**config.mk**
```make
export PLATFORM = sky130hd
export DESIGN_NAME = elevator_scan_ctrl
export DESIGN_NICKNAME = d
export VERILOG_FILES = /design/src/rtl/elevator_pkg.sv /design/src/rtl/elevator_tick_timer.sv /design/src/rtl/elevator_scan_ctrl.sv
export SDC_FILE = /design/constraint.sdc
export NUM_CORES = 1
export LEC_CHECK = 0
export ABC_AREA = 1
export CAP_MARGIN = 40
export CORE_ASPECT_RATIO = 0.75
export CORE_UTILIZATION = 59
export CTS_CLUSTER_SIZE = 40
export DETAILED_ROUTE_END_ITERATION = 6
export PLACE_DENSITY = 0.82
export SETUP_SLACK_MARGIN = 0.2
export SLEW_MARGIN = 20
export SYNTH_ARGS = -nofsm -noshare
export SYNTH_HDL_FRONTEND = slang
export SYNTH_SLANG_ARGS = --single-unit
```
**constraint.sdc**
```tcl
create_clock -name clk -period 8.3 [get_ports clk]
set_input_delay 0.83 -clock clk [delete_from_list [all_inputs] [get_ports clk]]
set_output_delay 0.83 -clock clk [all_outputs]
set_load 0.05 [all_outputs]
```
**src/rtl/elevator_pkg.sv**
```systemverilog
// elevator_pkg: shared state/direction types and a sizing helper for the elevator controller
package elevator_pkg;
  typedef enum logic [1:0] {IDLE, MOVE_UP, MOVE_DOWN, DOOR_OPEN} state_e;
  typedef enum logic {UP, DOWN} dir_e;
  function automatic int max_int(input int a, input int b);
    return a > b ? a : b;
  endfunction
endpackage

```
**src/rtl/elevator_tick_timer.sv**
```systemverilog
// elevator_tick_timer: restartable up-counter pulsing done on the last cycle of each period
// ports: clk; resetN async active-low; en counts; restart zeroes the count;
//        period = cycles per pulse; done = terminal-count pulse (count restarts after it)
module elevator_tick_timer #(
  parameter int W = 8
) (
  input  logic         clk,
  input  logic         resetN,
  input  logic         en,
  input  logic         restart,
  input  logic [W-1:0] period,
  output logic         done
);
  logic [W-1:0] cnt_q, cnt_d;
  always_comb begin
    done  = en && cnt_q == period - W'(1);
    cnt_d = (restart || done) ? '0 : en ? cnt_q + W'(1) : cnt_q;
  end
  always_ff @(posedge clk or negedge resetN)
    if (!resetN) cnt_q <= '0;
    else cnt_q <= cnt_d;
endmodule

```
**src/rtl/elevator_scan_ctrl.sv**
```systemverilog
// elevator_scan_ctrl: SCAN-order elevator controller with request bitmap and shared move/door timer
// ports: clk; resetN async active-low; req_valid/req_floor request strobe; door_hold keeps door open;
//        up/down/open registered state indicators; floor current floor; pending unserved-request bitmap
module elevator_scan_ctrl
  import elevator_pkg::*;
#(
  parameter int N_FLOORS        = 8,
  parameter int TICKS_PER_FLOOR = 50,
  parameter int DOOR_TICKS      = 100,
  localparam int FLOOR_BITS     = $clog2(N_FLOORS)
) (
  input  logic                  clk,
  input  logic                  resetN,
  input  logic                  req_valid,
  input  logic [FLOOR_BITS-1:0] req_floor,
  input  logic                  door_hold,
  output logic                  up,
  output logic                  down,
  output logic                  open,
  output logic [FLOOR_BITS-1:0] floor,
  output logic [N_FLOORS-1:0]   pending
);
  localparam int TW = $clog2(max_int(TICKS_PER_FLOOR, DOOR_TICKS) + 1);
  localparam logic [N_FLOORS-1:0] ONE = N_FLOORS'(1);
  state_e state_q, state_d, scan_state;
  dir_e dir_q, dir_d;
  logic [FLOOR_BITS-1:0] floor_q, floor_d, arrive;
  logic [N_FLOORS-1:0] pending_q, pending_d, req_vec, work, above, below, arrive_vec;
  logic up_q, down_q, open_q, here_req, moving, acc, go_up, go_down, hold, tick, hit, tmr_done, restart;
  logic [TW-1:0] period;
  always_comb begin
    here_req   = req_valid && req_floor == floor_q;
    moving     = state_q == MOVE_UP || state_q == MOVE_DOWN;
    // a request for the floor we are standing at opens/holds the door instead of being queued
    acc        = req_valid && 32'(req_floor) < N_FLOORS && !(here_req && !moving);
    req_vec    = acc ? ONE << req_floor : '0;
    work       = pending_q | req_vec;
    // shifting past the top bit yields zero, so the top floor has an empty "above" mask
    above      = work & ~((ONE << floor_q << 1) - ONE);
    below      = work & ((ONE << floor_q) - ONE);
    go_up      = |above && (dir_q == UP || ~|below);
    go_down    = |below && (dir_q == DOWN || ~|above);
    scan_state = go_up ? MOVE_UP : go_down ? MOVE_DOWN : IDLE;
    hold       = state_q == DOOR_OPEN && (door_hold || here_req);
    tick       = tmr_done && !hold;
    arrive     = state_q == MOVE_UP ? floor_q + FLOOR_BITS'(1) : floor_q - FLOOR_BITS'(1);
    arrive_vec = ONE << arrive;
    hit        = moving && tick && |(work & arrive_vec);
    floor_d    = moving && tick ? arrive : floor_q;
    state_d    = state_q == IDLE ? (here_req ? DOOR_OPEN : scan_state)
               : moving ? (hit ? DOOR_OPEN : state_q)
               : tick ? scan_state : state_q;
    dir_d      = state_d == MOVE_UP ? UP : state_d == MOVE_DOWN ? DOWN : dir_q;
    pending_d  = work & ~(hit ? arrive_vec : '0);
    // every phase change starts a fresh count; move-to-move continues via the timer's own wrap
    restart    = state_d != state_q || hold;
    period     = state_q == DOOR_OPEN ? TW'(DOOR_TICKS) : TW'(TICKS_PER_FLOOR);
  end
  elevator_tick_timer #(.W(TW)) u_timer (
    .clk    (clk),
    .resetN (resetN),
    .en     (state_q != IDLE),
    .restart(restart),
    .period (period),
    .done   (tmr_done)
  );
  always_ff @(posedge clk or negedge resetN)
    if (!resetN) begin
      state_q   <= IDLE;
      dir_q     <= UP;
      floor_q   <= '0;
      pending_q <= '0;
      up_q      <= 1'b0;
      down_q    <= 1'b0;
      open_q    <= 1'b0;
    end else begin
      state_q   <= state_d;
      dir_q     <= dir_d;
      floor_q   <= floor_d;
      pending_q <= pending_d;
      up_q      <= state_d == MOVE_UP;
      down_q    <= state_d == MOVE_DOWN;
      open_q    <= state_d == DOOR_OPEN;
    end
  assign up      = up_q;
  assign down    = down_q;
  assign open    = open_q;
  assign floor   = floor_q;
  assign pending = pending_q;
endmodule
```
==> results.ini, run 1 <==
[cts]
cts-root-buf = clkbuf_8
clkLatencyLatePin_ns = 0.26
post_cts_buffers = 0
clk_pin_slew_worst_paths_ns = 0.08
cts_tree = done
hold_buffers = 0
cts_max_path_buffers = 2
cts_resized = 0
cts_buffers = 3
cts_sinks = 24
cts_max_level = 1

[place]
gp_congestion = 0.887
dpl-instance-area_um2 = 2260
place_hpwl_um = 3340
port-buffer-count = 20

[route]
drt_iter0_markers = 171
post_drt_via_cell_ratio = 5.01
drtPass1Iterations = 5
num_vias = 1683
final_antenna_net_count = 0
remaining_drc_errors = 0
routedWlPerCell_um = 12.3
drt-total-wl_um = 4150

[setup_path]
crit_type = in2reg
cp_cell_sequence = clkdlybuf4s50_1 -> nand2_1 -> nor2_4 -> nand3_4 -> nand3_1 -> nand2_1 -> nand2_1 -> nand2_1 -> nor2_1 -> nand2_1 -> nand2_1 -> nand2_1 -> nand2_1 -> nand2_1 -> nand2_2 -> nand2_2 -> inv_1 -> ha_1 -> nand2_1 -> o21ai_0
r2r_slack_ns = 5.08
required_ns = 8.46
worstSetupStartpointType = primary input
crit_buf_inv = 2
critPathTopFamily = simple AND/OR/NAND/NOR gates
crit_top_cell = nand2_1
crit_path_max_incr_delay_ns = 0.72
cp-end-kind = flip-flop
slowest_stage = clkdlybuf4s50_1
path_max_fanout = 9
arrival_ns = 3.45

[grt]
grt_first_pass_wirelength_um = 7170
grtUsageMet1_pct = 38.3
use_met2_pct = 39.3
antenna_found_initial = 0
gr-total-overflow = 0
top_usage_layer = met2
grt_max_degree = 25
met3_usage_pct = 5.00
grt_pass1_vias = 1534
grtUsageTotal_pct = 25.6

[layout]
layout-drive-gt1-share_pct = 17.6
area_growth_pct = 13.3
fin_nets = 319
fill_cells = 294
final_area_um2 = 2300
antenna_cells = 0

[die]
num_rows = 18
die_y_um = 52.8
coreArea_um2 = 3290
die_x_um = 69.7
die-area_um2 = 3680
initial_core_util_pct = 61.7
io_pins = 21

[logic_synthesis]
yosysSeqAreaShare_pct = 29.6
syn-cell-area_um2 = 2030
ys_seq_elements = 24
yosysUniqueCellTypes = 27
syn_area_per_cell_um2 = 7.38
ys.warnings.count = 0
postSynthCellCount = 275
syn-num-nets = 296

[sta]
rsz0062_at_grt = false
report.final.slew_viol_count = 0
tightest_slew_ns = 0.537
finalCritPeriodShare_pct = 39.7
fin_worst_skew_ns = 0.00222
hold_viol = 0
fin_crit_ns = 3.29
setup_tns_ns = 0
finalSetupViolCount = 0
fmax_ghz = 0.304
max_slew_margin_pct = 64.2

[power]
irDropWorstVdd_mv = 0.253
p_leak_nw = 1.12
powerDensity_nw_per_um2 = 273

[job]
drv_cap = 0

[run_status]
status = completed

[hold_path]
hp-class = reg2reg

[worst paths after layout]
| check | startpoint | end | depth (start not counted) |
|---|---|---|---|
| worst max-delay path | req_valid | dir_q$_DFFE_PN0P_ | 20 |
| worst min-delay path | dir_q$_DFFE_PN0P_ | dir_q$_DFFE_PN0P_ | 2 |
| min in group asynchronous | resetN | u_timer.cnt_q[3]$_DFFE_PN0P_ | 1 |
| worst max register to register | state_q[1]$_DFF_PN0_ | dir_q$_DFFE_PN0P_ | 19 |
| worst min register to register | dir_q$_DFFE_PN0P_ | dir_q$_DFFE_PN0P_ | 2 |
| max in group asynchronous | resetN | floor[1]$_DFFE_PN0P_ | 1 |
[sequential cells by signal (all words and copies together), names as in the netlist]
name / count
dir_q: 1
down: 1
floor: 3
open: 1
pending: 8
state_q: 2
u_timer.cnt_q: 7
up: 1
[synth_stat cells, drive strengths merged]
library cell	count	area (um2)
a21boi	1	18.8
a21oi	4	20.0
a31oi	1	6.26
buf	2	16.3
dfrtp	24	601
fa	1	20.0
ha	13	163
inv	52	198
nand2	92	388
nand3	17	140
nand4	2	12.5
nor2	30	143
nor3	17	125
o21ai	7	35.0
o31a	1	8.76
xor2	11	134
[stage by stage]
stage,std cells,util [%],hold WS [ns],power (W),setup slack (ns)
final,336,69.9,0.510,0.000628,5.01
after floorplan,275,-,0.468,0.000476,5.45
after detailed placement,333,68.6,0.495,0.000555,4.75
after CTS,336,69.9,0.516,0.000631,5.03
after global placement,333,68.8,0.495,0.000550,4.80
after global routing,336,69.9,0.551,0.000689,4.73
[metal layers]
layer | vias up | routed length, um | share of wire, %
li1 | 879 | - | -
met1 | 746 | 2140 | 52
met2 | 58 | 1700 | 41
met3 | 0 | 307 | 7.4
met4 | 0 | 0 | 0
met5 | - | 0 | 0
[layout make-up]
type                            count  area [um2]  share of cell area, %
Tap cell                           40        50.0                   2.18
Inverter                           52         198                   8.60
Timing Repair Buffer               20         195                   8.49
Clock buffer                        3        41.3                   1.80
Sequential cell                    24         601                   26.1
Multi-Input combinational cell    197        1210                   52.8
[cells in the final DEF (no fill, tap or decap), drive strengths merged]
cell	instances
ha	13
o21ai	7
clkdlybuf4s50	19
dfrtp	24
buf	1
nor2	30
nand3	17
clkbuf	3
nand4	2
a21boi	1
o31a	1
nor3	17
xor2	11
a21oi	4
fa	1
a31oi	1
nand2	92
inv	52
[where the power goes]
group	switching [W]	internal [W]
sequential	0.0000142	0.000138
combinational	0.000277	0.000129
clock	0.0000371	0.0000325
total	0.000329	0.000299
[cells by family (layout without fill, tap and decap cells)]
logic type	Yosys count	in the layout	synth area share, %
xor gates and xnor gates	11	11	6.60
AOI/OAI and AO/OA	14	14	4.38
adders and majority gates	14	14	9.01
buffers and inverters	54	75	10.5
DFF	24	24	29.6
and+or+nand+nor	158	158	39.9
[worst min-delay path, delay by kind of cell, from the launching register on]
kind / cells / cell delay, ns
flops: 1 / 0.37
simple gates: 1 / 0.05
compound gates: 1 / 0.05
(Power assumes the default switching activity.)
==> inputs of run 2 (changes only) <==
--- a/config.mk
+++ b/config.mk
@@ -8,10 +8,10 @@
 export ABC_AREA = 1
 export CAP_MARGIN = 40
 export CORE_ASPECT_RATIO = 0.75
-export CORE_UTILIZATION = 59
+export CORE_UTILIZATION = 57
 export CTS_CLUSTER_SIZE = 40
 export DETAILED_ROUTE_END_ITERATION = 6
-export PLACE_DENSITY = 0.82
+export PLACE_DENSITY = 0.8
 export SETUP_SLACK_MARGIN = 0.2
 export SLEW_MARGIN = 20
 export SYNTH_ARGS = -nofsm -noshare
==> constraint.sdc (replaced) <==
create_clock -name clk -period 3.13 [get_ports clk]
set_input_delay 0.313 -clock clk [delete_from_list [all_inputs] [get_ports clk]]
set_output_delay 0.313 -clock clk [all_outputs]
set_load 0.05 [all_outputs]
==> results.ini, run 2 (same netlist as run 1, synthesis figures left out) <==
[route]
num_vias = 1840
route.met3.wl_um = 297
post_drt_via_cell_ratio = 5.23
met2WireLength_um = 2150
routedWlPerCell_um = 13.6
drtPass1Iterations = 7
drt_iter0_markers = 141
remaining_drc_errors = 0
routed.top_layer = met4
final_antenna_net_count = 0
met1_length_um = 2260
drt-total-wl_um = 4780

[sta]
finalSetupViolCount = 0
rsz0062_at_grt = false
fmax_ghz = 0.345
fin_crit_ns = 2.90
max_slew_margin_pct = 66.8
fin_worst_skew_ns = 0.00188
hold_viol = 0
finalCritPeriodShare_pct = 92.7
setup_tns_ns = 0
report.final.slew_viol_count = 0
whs_ns = 0.402
tightest_slew_ns = 0.496

[layout]
area_growth_pct = 23.4
final_cell_mix = 79 x nand2_1, 40 x inv_1, 21 x dfrtp_1, 20 x clkdlybuf4s50_1, 16 x buf_4
layout-drive-gt1-share_pct = 27.9
antenna_cells = 0
fin_util_pct = 75.1
final_common_cell = nand2_1
fin_nets = 335
largest_reg_flops = 8
final_area_um2 = 2500

[power]
powerDensity_nw_per_um2 = 775
switching_share_pct = 52.2
p_int_w = 0.000927
p_seq_share_pct = 21.2
comb_power_share_pct = 69.6
p_sw_w = 0.00101
irDropWorstVdd_mv = 0.878
power_w = 0.00194
clkPwrFrac_pct = 9.2
p_leak_nw = 1.20

[grt]
grt_pass1_vias = 1506
gr-total-overflow = 0
grt_max_degree = 25
grt_first_pass_wirelength_um = 6750
antenna_found_initial = 0
grtUsageTotal_pct = 23.5

[die]
die_x_um = 70.9
initial_core_util_pct = 60.8
die_y_um = 53.7
die-area_um2 = 3800
coreArea_um2 = 3330
num_rows = 18
io_pins = 21

[cts]
cts_tree = done
cts_max_level = 1
cts_max_path_buffers = 2
clk_pin_slew_worst_paths_ns = 0.08
cts-root-buf = clkbuf_8
cts_sinks = 24
hold_buffers = 0
cts_buffers = 3
clkLatencyLatePin_ns = 0.26

[place]
port-buffer-count = 20
place_hpwl_um = 3300
dpl-instance-area_um2 = 2300
gp_congestion = 0.994

[setup_path]
worstSetupStartpointType = flip-flop
arrival_ns = 3.04
required_ns = 3.27
cp-end-kind = flip-flop
rr_worst_depth = 19
crit_type = reg2reg
path_max_fanout = 6

[run_status]
status = completed

[job]
drv_cap = 0

[hold_path]
hp-class = in2async

-- run 2: final timing paths --
check | start | to | slack [ns]
setup / recovery | state_q[1]$_DFF_PN0_ | dir_q$_DFFE_PN0P_ | 0.23
hold / removal | resetN | u_timer.cnt_q[6]$_DFFE_PN0P_ | 0.40
setup reg to reg | state_q[1]$_DFF_PN0_ | dir_q$_DFFE_PN0P_ | 0.23
hold reg to reg | dir_q$_DFFE_PN0P_ | dir_q$_DFFE_PN0P_ | 0.60
max in group asynchronous | resetN | floor[0]$_DFFE_PN0P_ | 2.47
min in group clk | dir_q$_DFFE_PN0P_ | dir_q$_DFFE_PN0P_ | 0.60
-- run 2: critical path: stages (launching register included) --
cell      delay, ns
dfrtp_1        0.42
inv_2          0.12
ha_4           0.14
inv_1          0.06
fa_2           0.34
inv_2          0.10
xor2_4         0.30
inv_4          0.11
nor2_4         0.14
nand2_1        0.07
nand2_1        0.08
nor2_2         0.05
a21boi_4       0.19
nor2_2         0.05
nand2_2        0.08
nand2_4        0.06
inv_2          0.09
ha_4           0.20
nand2_1        0.07
o21ai_0        0.10
-- run 2: power groups by stage --
stage | clock, W | sequential, W | combinational (W)
2_1_floorplan | 0 | 0.000463 | 0.000798
3_3_place_gp | 0 | 0.000409 | 0.00106
3_5_place_dp | 0 | 0.000410 | 0.00107
4_1_cts | 0.000190 | 0.000406 | 0.00110
5_1_grt | 0.000194 | 0.000414 | 0.00147
6_report | 0.000179 | 0.000411 | 0.00135
-- run 2: what timing repair did --
action,in CTS,in global routing
endpoints found under the hold margin,0,0
setup endpoints to repair,1,10
setup buffers,1,10
resized for setup,1,26
pin swaps,1,5
-- run 2: layer usage --
metal	vias to the layer above	GRT usage [%]
met3	9	5.06
met2	69	34.9
met1	850	34.9
met5	-	0
met4	0	5.67
li1	912	-
-- run 2: cell type report --
type	instances	area, um2
Tap cell	40	50.0
Clock buffer	3	41.3
Timing Repair Buffer	36	320
Sequential cell	24	604
Multi-Input combinational cell	197	1290
Fill cell	248	830
Inverter	52	200
-- run 2: per-stage QoR --
| stage | worst slack, ns | std cells |
|---|---|---|
| final | 0.228 | 352 |
| after global routing | 0.104 | 352 |
| after CTS | 0.218 | 342 |
| after detailed placement | 0.153 | 338 |
| after global placement | 0.205 | 338 |
| after floorplan | 0.275 | 275 |
